==> src/rtl/mem_port_arbiter_pkg.sv <==
// Shared types for the I/D memory port arbiter.
// Address/word widths, FSM state and owner encodings.
package mem_port_arbiter_pkg;

  localparam int ADDR_W = 32;
  localparam int WORD_W = 32;

  typedef enum logic [1:0] {
    ST_IDLE   = 2'd0,
    ST_LOCK_I = 2'd1,
    ST_LOCK_D = 2'd2
  } arb_state_e;

  typedef enum logic [1:0] {
    OWN_NONE = 2'd0,
    OWN_I    = 2'd1,
    OWN_D    = 2'd2
  } owner_e;

endpackage

==> src/rtl/mem_arb_pick.sv <==
// Combinational owner select for the memory port arbiter.
// Lock state wins; in IDLE D beats I unless I is starved.
module mem_arb_pick
  import mem_port_arbiter_pkg::*;
(
  input  arb_state_e state,
  input  logic       i_valid,
  input  logic       d_valid,
  input  logic       starve_flag,
  output owner_e     owner
);

  always_comb begin
    owner = OWN_NONE;
    unique case (1'b1)
      state == ST_LOCK_I: owner = OWN_I;
      state == ST_LOCK_D: owner = OWN_D;
      default: begin
        if (d_valid && !(i_valid && starve_flag))
          owner = OWN_D;
        else if (i_valid)
          owner = OWN_I;
      end
    endcase
  end

endmodule

==> src/rtl/mem_port_arbiter.sv <==
// I/D arbiter onto one single-ported memory, valid/ready, 0-cycle pass-through.
// `MEM_ARB_PERF_EN adds perf_i_stall_o / perf_d_stall_o stall-cycle counters.
module mem_port_arbiter
  import mem_port_arbiter_pkg::*;
#(
  parameter int STARVE_LIMIT = 4,
  parameter int CNT_WIDTH    = 3
) (
  input  logic              clk,
  input  logic              rst_n,
  input  logic              imem_valid_i,
  output logic              imem_ready_o,
  input  logic [ADDR_W-1:0] imem_addr_i,
  input  logic [WORD_W-1:0] imem_wdata_i,
  input  logic [3:0]        imem_we_i,
  output logic [WORD_W-1:0] imem_rdata_o,
  input  logic              dmem_valid_i,
  output logic              dmem_ready_o,
  input  logic [ADDR_W-1:0] dmem_addr_i,
  input  logic [WORD_W-1:0] dmem_wdata_i,
  input  logic [3:0]        dmem_we_i,
  output logic [WORD_W-1:0] dmem_rdata_o,
  output logic              mem_valid_o,
  input  logic              mem_ready_i,
  output logic [ADDR_W-1:0] mem_addr_o,
  output logic [WORD_W-1:0] mem_wdata_o,
  output logic [3:0]        mem_we_o,
  input  logic [WORD_W-1:0] mem_rdata_i,
  output logic              grant_d_o
`ifdef MEM_ARB_PERF_EN
  ,
  output logic [31:0]       perf_i_stall_o,
  output logic [31:0]       perf_d_stall_o
`endif
);

  localparam logic [CNT_WIDTH-1:0] LIM =
    CNT_WIDTH'(STARVE_LIMIT);

  arb_state_e           state_q;
  arb_state_e           state_d;
  owner_e               owner;
  logic [CNT_WIDTH-1:0] starve_cnt;
  logic                 starve_flag;
  logic                 own_valid;

  assign starve_flag = (STARVE_LIMIT != 0) &&
                       (starve_cnt == LIM);

  mem_arb_pick u_pick (
    .state       (state_q),
    .i_valid     (imem_valid_i),
    .d_valid     (dmem_valid_i),
    .starve_flag (starve_flag),
    .owner       (owner)
  );

  always_comb begin
    own_valid   = 1'b0;
    mem_addr_o  = '0;
    mem_wdata_o = '0;
    mem_we_o    = '0;
    unique case (1'b1)
      owner == OWN_I: begin
        own_valid   = imem_valid_i;
        mem_addr_o  = imem_addr_i;
        mem_wdata_o = imem_wdata_i;
        mem_we_o    = imem_we_i;
      end
      owner == OWN_D: begin
        own_valid   = dmem_valid_i;
        mem_addr_o  = dmem_addr_i;
        mem_wdata_o = dmem_wdata_i;
        mem_we_o    = dmem_we_i;
      end
      default: ;
    endcase
  end

  assign mem_valid_o  = own_valid & rst_n;
  assign grant_d_o    = (owner == OWN_D);
  assign imem_ready_o = mem_ready_i & imem_valid_i &
                        (owner == OWN_I);
  assign dmem_ready_o = mem_ready_i & dmem_valid_i &
                        (owner == OWN_D);
  assign imem_rdata_o = mem_rdata_i;
  assign dmem_rdata_o = mem_rdata_i;

  always_comb begin
    state_d = ST_IDLE;
    if (own_valid && !mem_ready_i)
      state_d = (owner == OWN_D) ? ST_LOCK_D
                                 : ST_LOCK_I;
  end

  always_ff @(posedge clk or negedge rst_n) begin
    if (!rst_n)
      state_q <= ST_IDLE;
    else
      state_q <= state_d;
  end

  always_ff @(posedge clk or negedge rst_n) begin
    if (!rst_n)
      starve_cnt <= '0;
    else if (dmem_ready_o && imem_valid_i) begin
      if (starve_cnt != LIM)
        starve_cnt <= starve_cnt + 1'b1;
    end else if (imem_ready_o || !imem_valid_i)
      starve_cnt <= '0;
  end

`ifdef MEM_ARB_PERF_EN
  always_ff @(posedge clk or negedge rst_n) begin
    if (!rst_n) begin
      perf_i_stall_o <= '0;
      perf_d_stall_o <= '0;
    end else begin
      if (imem_valid_i && owner != OWN_I)
        perf_i_stall_o <= perf_i_stall_o + 32'd1;
      if (dmem_valid_i && owner != OWN_D)
        perf_d_stall_o <= perf_d_stall_o + 32'd1;
    end
  end
`endif

endmodule

==> config.mk <==
export PLATFORM = sky130hd
export DESIGN_NAME = mem_port_arbiter
export DESIGN_NICKNAME = d
export VERILOG_FILES = /design/src/rtl/mem_port_arbiter_pkg.sv /design/src/rtl/mem_arb_pick.sv /design/src/rtl/mem_port_arbiter.sv
export SDC_FILE = /design/constraint.sdc
export NUM_CORES = 1
export LEC_CHECK = 0
export ABC_AREA = 1
export BUFFER_PORTS_ARGS = -buffer_cell sky130_fd_sc_hd__buf_2
export CAP_MARGIN = 20
export CORE_AREA = 2 2 121 123
export CTS_CLUSTER_DIAMETER = 60
export DETAILED_ROUTE_END_ITERATION = 8
export DIE_AREA = 0 0 123 125
export GPL_ROUTABILITY_DRIVEN = 0
export SETUP_SLACK_MARGIN = 0.4
export SKIP_LAST_GASP = 1
export SLEW_MARGIN = 5
export SYNTH_ARGS = -nofsm -noshare
export SYNTH_HDL_FRONTEND = slang
export SYNTH_SLANG_ARGS = --single-unit
==> constraint.sdc <==
create_clock -name clk -period 2.1 [get_ports clk]
set_clock_uncertainty 0.05 [all_clocks]
set_input_delay 0.42 -clock clk [delete_from_list [all_inputs] [get_ports clk]]
set_output_delay 0.42 -clock clk [all_outputs]
set_load 0.01 [all_outputs]
==> metrics.md, run 1 <==
| Metric | Value |
|---|---|
| Status | `complete, but fails checks` |
| Failing checks | `setup timing` |
| Pleak | `approximately 2 nW` |
| Core ar. | `0.0142 mm^2` |
| Global-route wire length before repair | `12600 um` |
| Initial core utilization | `13.7%` |
| Worst endpoint required time | `1.63 ns` |
| Synth warn | `0` |
| R2R depth | `16` |
| Worst Setup SP | `starve_cnt[1]` |
| Util after Layout | `29.8%` |
| Area of the multi-input gates | `0.00172 mm^2` |
| Crit-path max cell delay | `0.38 ns` |
| Fmax | `0.388 GHz` |
| Startpoint type of the worst setup path | `flop` |
| First-pass DRT Iterations | `4` |
| R2R Setup Slk | `-0.10 ns` |
| DRT antenna net count | `0` |
| Die ar. | `0.0154 mm^2` |
| Fraction of layout cells with a size suffix above 1 | `~73%` |
| Cells on Worst Hold Path | `4` |
| Synth-to-Final Area Change | `117%` |
| Root buf cell | `clkbuf_16` |
| Clk sinks | `5` |
| Hold Violations, Final | `0` |
| HPWL Detailed | `6180 um` |
| Vias | `2861` |
| Final Slew Violations | `0` |
| CTS H-tree lvls | `1` |
| Synth area leaders | `nand2_1 26%, buf_4 25%, a21oi_1 16%, dfrtp_1 6.4%, a21oi_2 4.5%` |
| Worst r2r src | `starve_cnt[1]` |
| Clock share of power | `between 15 and 20%` |
| Largest net degree at the start of global routing | `36` |
| Most common cell on crit path | `a21oi_2` |
| Syn_area_per_cell | `5.64 um^2` |
| Sw Pwr | `703 uW` |
| VDD IR max | `roughly 0.00039 V` |
| Synthesized net count | `525` |
| Ant diodes | `0` |
| Worst-path fanout max | `15` |
| P_int | `1.03 mW` |
| Area leader, netlist | `nand2_1` |
| Hold slack | `about 0.54 ns` |
| Max clock buf depth | `2` |
| Final nets | `716` |
| Register area share after synthesis | `6.41%` |
| Synth top area share | `26.3%` |
| Power density over the cells | `409 mW/mm^2` |
| Die W | `123 um` |
| Most frequent cell after synthesis | `nand2_1` |
| Post-DR wirelength/cell | `about 14 um` |
| Slowest cell on crit path | `dfrtp_1` |
| Worst endpoint data arrival time | `~2.1 ns` |
| Fillers | `1561` |
| Critical path cell sequence | `inv_1 > ha_2 > nand2_2 > a21oi_2 > a21oi_2 > buf_4 > ha_4 > buf_12 > buf_12 > a21oi_2 > buf_2` |
| Antenna violations before repair | `0` |
| Remaining Overflow, GRT | `0` |
| Synth cell types | `21` |
| Final setup violation count | `75` |
| Synth Flop Type | `dfrtp_1` |
| Register bit total from synthesis | `5` |
| Syn Std Cell Area | `0.00195 mm^2` |
| Element type at the critical path end | `primary output` |
| Site Rows | `44` |
| Kind of critical path | `reg2out` |
| Combinational power share | `76.0%` |
| Worst-Skew Late Latency | `0.23 ns` |
| Least-Margin Pin Slew | `0.422 ns` |
| Max cap viols | `0` |
| Reg2reg end | `starve_cnt[1]` |
| Synth cell count leaders | `137 x nand2_1, 66 x buf_4, 63 x a21oi_1, 14 x buf_2, 12 x nand2_2` |
| WL final | `around 9700 um` |
| Worst-path clk slew | `0.03 ns` |
| Max transition margin | `a little under three quarters` |
| Setup_tns | `-31.25 ns` |
| Switching share of power | `40.6%` |
| RSZ-0062 raised after global routing | `yes` |
| Cells after Synth | `346` |
| DRT iter0 DRCs | `roughly 60` |
| Post-route DRC | `0` |
| # port buffers | `between 200 and 250` |
| Reg area | `about 130 um^2` |
| Sequential Power Share | `under 10%` |
| Setup slack after layout | `-0.476 ns` |
| Vias in the first global route | `2576` |
| Fraction of registers with async set/reset | `100%` |
| I/O pin cnt | `309` |
| Worst slack, placed | `-0.306 ns` |
| Via density | `a little under 4` |
| WP buf/inv | `5` |
| Crit path time final | `2.58 ns` |
| GRT Resource Usage Total | `approximately a tenth` |
| Hold Path Class | `in2reg` |
| WHS Endpoint | `state_q[0]` |
| CP delay by family, top | `buffers and inverters` |
| Chip Height | `between 100 and 150 um` |
| CTS tree | `yes` |
| Cts bufs inserted | `3` |
| Number of flops mapped to enable cells by yosys | `0` |
| Hold Startpoint | `mem_ready_i` |
| Fraction of the cycle the final worst path needs | `123%` |
==> cells in the final DEF (no fill, tap or decap) <==
cell and instances:
inv_2 5, nand2_4 4, dlygate4sd3_1 1, o21ai_2 1, a21oi_1 17, ha_2 1, xor2_1 1, inv_8 1
nor2_4 1, buf_4 29, buf_12 15, and2_4 1, ha_4 4, nor2_2 1, buf_2 198, nand3_4 1
nand4_1 1, nor2_1 3, clkbuf_1 1, a21oi_4 27, inv_1 6, dfrtp_1 5, ha_1 1, a21oi_2 29
buf_6 20, buf_16 3, nand2_2 34, bufbuf_16 1, nand3_2 3, buf_8 1, clkbuf_16 9, nand2_1 109
nand2_8 2
==> per-stage QoR <==
| stage | cells | instance area [um^2] | power (mW) |
|---|---|---|---|
| final | 720 | 4230 | 1.73 |
| after CTS | 710 | 3850 | 1.62 |
| after detailed placement | 691 | 3390 | 1.15 |
| after global placement | 691 | 3390 | 1.15 |
| after global routing | 720 | 4230 | 1.86 |
| after floorplan | 346 | 2410 | 0.813 |
==> per-layer routing <==
| layer | vias to the layer above | global-route usage [%] | part of all wire (%) |
|---|---|---|---|
| met2 | 154 | 18.1 | 48 |
| met1 | 1281 | 12.6 | 42 |
| met5 | - | 0 | 0 |
| met3 | 10 | 2.60 | 8.5 |
| li1 | 1416 | - | - |
| met4 | 0 | 1.74 | 0.70 |
==> state kept, by name, summed over array words and instances, names as in the netlist <==
| name | cells |
|---|---|
| state_q | 2 |
| starve_cnt | 3 |
==> worst min-delay path, stage by stage <==
cell	delay, ns
buf_2	0.13
inv_1	0.09
nand2_2	0.09
nor2_1	0.04
==> final cells by class <==
type | count | area share (%)
Clock buffer | 4 | 1.86
Inverter | 12 | 1.24
Multi-Input combinational cell | 241 | 40.7
Sequential cell | 5 | 2.96
Tap cell | 184 | 5.44
Timing Repair Buffer | 274 | 47.8
==> power groups by stage <==
stage          sequential [mW]  combinational (mW)  clock, mW
6_report                 0.102                1.32      0.314
5_1_grt                  0.102                1.43      0.326
4_1_cts                  0.101                1.20      0.318
3_5_place_dp             0.103                1.05          0
3_3_place_gp             0.102                1.05          0
2_1_floorplan            0.103               0.710          0
==> worst max-delay path by stage <==
stage                           end  cells past startpoint
floorplan             mem_addr_o[6]                      9
global placement    mem_wdata_o[29]                     11
detailed placement  mem_wdata_o[29]                     10
CTS                   mem_addr_o[8]                     11
global route        mem_wdata_o[29]                     11
finish              mem_wdata_o[29]                     11
==> repair_timing <==
item / in CTS / in global routing
gates resized for setup: 32 / 51
cloned: 4 / 8
hold buffers: 1 / 0
buffers inserted: 10 / 2
endpoints found under the setup margin: 77 / 77
endpoints found under the hold margin: 5 / 0
pin swaps: 4 / 9
==> logic make-up after synthesis <==
| kind of cell | share of synthesized area, % |
|---|---|
| buffers and inverters | 35.2 |
| AOI/OAI and AO/OA | 20.9 |
| xor gates and xnor gates | 0.449 |
| adders and majority gates | 3.85 |
| and+or+nand+nor | 33.2 |
| DFF | 6.41 |
Note: power is estimated with default switching activity, not from simulation.
==> run 2: changes to the inputs <==
Settings changed: ABC_AREA 1 to not set, CORE_AREA 2 2 121 123 to 2 2 122 124, DIE_AREA 0 0 123 125 to 0 0 124 126.
Clock period 2.1 ns to 2.9 ns, I/O delays scaled along.
==> run 2 against run 1 <==
The flow now finishes without violations. Combinational power down 55%. Core utilization fell by 5.8 points. Register-to-register slack improved by 0.71 ns. Via count down 11%. First-iteration DRC count up 120%. Sequential power shrank 29%. Critical endpoint is now mem_wdata_o[20]. Largest cell class unchanged.
==> metrics.md, run 2 <==
| Metric | Value |
|---|---|
| Max clock buf depth | `2 (unchanged)` |
| Number of flops mapped to enable cells by yosys | `0 (unchanged)` |
| Final Non-Filler Cells | `612 (-15%)` |
| First-pass DRT Iterations | `4 (unchanged)` |
| Synth-to-Final Area Change | `89.2%` |
| Most frequent cells in the layout | `211 x buf_2, 67 x nor2_1, 55 x a22oi_2, 13 x a22oi_1` |
| Fraction of registers with async set/reset | `100% (unchanged)` |
| Power density over the cells | `260 mW/mm^2 (-37%)` |
| R2R Setup Slk | `0.61 ns (+0.71 ns)` |
| Core ar. | `0.0143 mm^2 (+0.78%)` |
| WL final | `8990 um (-7.7%)` |
| Chip Height | `126 um (+0.80%)` |
| Die ar. | `0.0156 mm^2 (+1.6%)` |
| Post-DR wirelength/cell | `14.7 um (+8.6%)` |
| Placed insts | `586 (-15%)` |
| Max reg flops | `3 (unchanged)` |
| DRT iter0 DRCs | `133 (+120%)` |
| Startpoint type of the worst setup path | `flop` |
| Register area share after synthesis | `6.91% (+0.50 points)` |
| DRT antenna net count | `0 (unchanged)` |
| Setup_tns | `0 ns (+31.25 ns)` |
| Max transition margin | `83.9% (+12 points)` |
| # port buffers | `212 (unchanged)` |
| Most flop-heavy register | `starve_cnt` |
| Synth Flop Type | `dfrtp_1` |
| Status | `finished clean` |
| Remaining Overflow, GRT | `0 (unchanged)` |
| Final Slew Violations | `0 (unchanged)` |
| Combinational power share | `66.4% (-9.6 points)` |
| I/O pin cnt | `309 (unchanged)` |
| Vias | `2546 (-11%)` |
| Cts bufs inserted | `3 (unchanged)` |
| Antenna violations before repair | `0 (unchanged)` |
| CTS tree | `yes` |
| Cells after Synth | `273 (-21%)` |
| Clock share of power | `25.4% (+7.3 points)` |
| Fraction of the cycle the final worst path needs | `93.9%` |
| Synth top area share | `28.2% (+1.8 points)` |
| Root buf cell | `clkbuf_16` |
| R2R depth | `12 (-4)` |
| CTS H-tree lvls | `1 (unchanged)` |
| Worst slack, placed | `0.215 ns (+0.521 ns)` |
| Switching share of power | `37.7% (-2.9 points)` |
| Fraction of layout cells with a size suffix above 1 | `73.6% (+0.65 points)` |
| Synthesized net count | `452 (-14%)` |
| Reg2reg end | `starve_cnt[2]` |
| Hold Violations, Final | `0 (unchanged)` |
| Worst-path clk slew | `0.03 ns (about the same)` |
| Sw Pwr | `335 uW (-52%)` |
| Setup slack after layout | `0.177 ns (+0.653 ns)` |
| Post-route DRC | `0 (unchanged)` |
| Synth warn | `0 (unchanged)` |
| Worst-path fanout max | `5 (-10)` |
| Register bit total from synthesis | `5 (unchanged)` |
| Sequential Power Share | `8.2% (+2.3 points)` |
| Most common cell after layout, fill and taps aside | `buf_2` |
| Total power | `890 uW (-49%)` |
| RSZ-0062 raised after global routing | `yes` |
| P_int | `554 uW (-46%)` |
| Vias in the first global route | `2194 (-15%)` |
| GRT Resource Usage Total | `8.66% (-1.6 points)` |
| Initial core utilization | `12.7% (-1.1 points)` |
| Largest regs | `starve_cnt (3), state_q (2)` |
| VDD IR max | `0.000157 V (-60%)` |
| Element type at the critical path end | `primary output` |
| Final nets | `608 (-15%)` |
| Area leader, netlist | `a22oi_1` |
| Kind of critical path | `reg2out` |
| Ant diodes | `0 (unchanged)` |
| Synth area leaders | `a22oi_1 28%, buf_4 28%, nor2_1 14%, dfrtp_1 6.9%, buf_2 4.1%` |
| Synth cell count leaders | `68 x a22oi_1, 68 x nor2_1, 67 x buf_4, 15 x buf_2, 7 x inv_1` |
| Die W | `124 um (+0.81%)` |
| Clk sinks | `5 (unchanged)` |
| Syn Std Cell Area | `0.00181 mm^2 (-7.2%)` |
| Least-Margin Pin Slew | `0.241 ns (-0.181 ns)` |
| Fmax | `0.367 GHz` |
| Final setup violation count | `0 (-100%)` |
| Max cap viols | `0 (unchanged)` |
| Via density | `4.16 (+4.7%)` |
| Largest net degree at the start of global routing | `41 (+14%)` |
| Synth cell types | `28 (+33%)` |
| Syn_area_per_cell | `6.64 um^2 (+18%)` |
| Hold Path Class | `in2async` |
| Worst r2r src | `starve_cnt[1]` |
| Global-route wire length before repair | `10600 um (-16%)` |
| Worst endpoint data arrival time | `2.09 ns (-0.02 ns)` |
| Pleak | `1.68 nW (-16%)` |
| HPWL Detailed | `5430 um (-12%)` |
| Site Rows | `44 (unchanged)` |
| Worst-Skew Late Latency | `0.23 ns (about the same)` |
| Worst endpoint required time | `2.27 ns (+0.64 ns)` |
| Crit path time final | `2.72 ns` |
## run 2: cell count changes in the layout (fill, tap and decap cells not counted), moves of 15 or more
| cell | change |
|---|---|
| buf_6 | -16 |
| nand2_1 | -105 |
| buf_4 | -21 |
| a21oi_4 | -27 |
| nor2_1 | +64 |
| a21oi_1 | -15 |
| a21oi_2 | -29 |
| nand2_2 | -34 |
| a22oi_2 | +55 |
## run 2: final cells by class
cell class	count	area (um^2)
fillers	1593	10900
flip-flops and latches	5	125
inverters	7	26.3
well taps	184	230
multi-input cells	172	1420
repair buffers	240	1550
clock buffers	4	78.8
## run 2: critical path, cell delays in order (launching register included)
cell and delay (ns):
dfrtp_1 0.36, inv_2 0.05, ha_4 0.29, mux2_4 0.32, ha_4 0.20, buf_8 0.15, clkbuf_16 0.16, a22oi_2 0.14
nor2_1 0.06, buf_2 0.13
## run 2: per-stage QoR
step                      hold WS (ns)  area (um^2)  utilization [%]
after detailed placement         0.361         2620             18.3
final                            0.121         3430             24.0
after floorplan                  0.234         1810                -
after global routing             0.127         3430             24.0
after CTS                        0.122         2940             20.6
after global placement           0.363         2620             18.3
## run 2: routing by layer
metal,up-vias,wire length (um),track usage (%)
li1,1206,-,-
met1,1133,3270,8.98
met2,169,4460,16.4
met3,38,901,2.26
met4,0,358,3.11
met5,-,0,0
## run 2: worst max path at each step
stage,from,end,depth (start not counted)
after floorplan,imem_valid_i,mem_addr_o[0],8
after global placement,imem_valid_i,mem_valid_o,8
after detailed placement,imem_valid_i,mem_addr_o[4],8
after CTS,state_q[0],mem_addr_o[0],8
after global routing,state_q[0],mem_wdata_o[20],10
final,state_q[0],mem_wdata_o[20],9
## run 2: kinds of logic after synthesis
family	synth area share, %
muxes	2.28
DFF	6.91
AOI/OAI and AO/OA	31.6
adders and majority gates	4.14
and+or+nand+nor	19.3
buffers and inverters	35.2
xor gates and xnor gates	0.484
## run 2: repair_timing
action	CTS	global route
setup buffers	5	6
cloned	3	8
pin swaps	6	54
endpoints found under the setup margin	71	72
hold buffers	0	0
gates resized for setup	27	59
## run 2: power groups by stage
stage / registers, mW / clock network (mW) / logic, mW
after CTS: 0.0727 / 0.231 / 0.505
after floorplan: 0.0735 / 0 / 0.312
final: 0.0729 / 0.226 / 0.591
after global placement: 0.0736 / 0 / 0.434
after global routing: 0.0731 / 0.238 / 0.647
after detailed placement: 0.0737 / 0 / 0.434
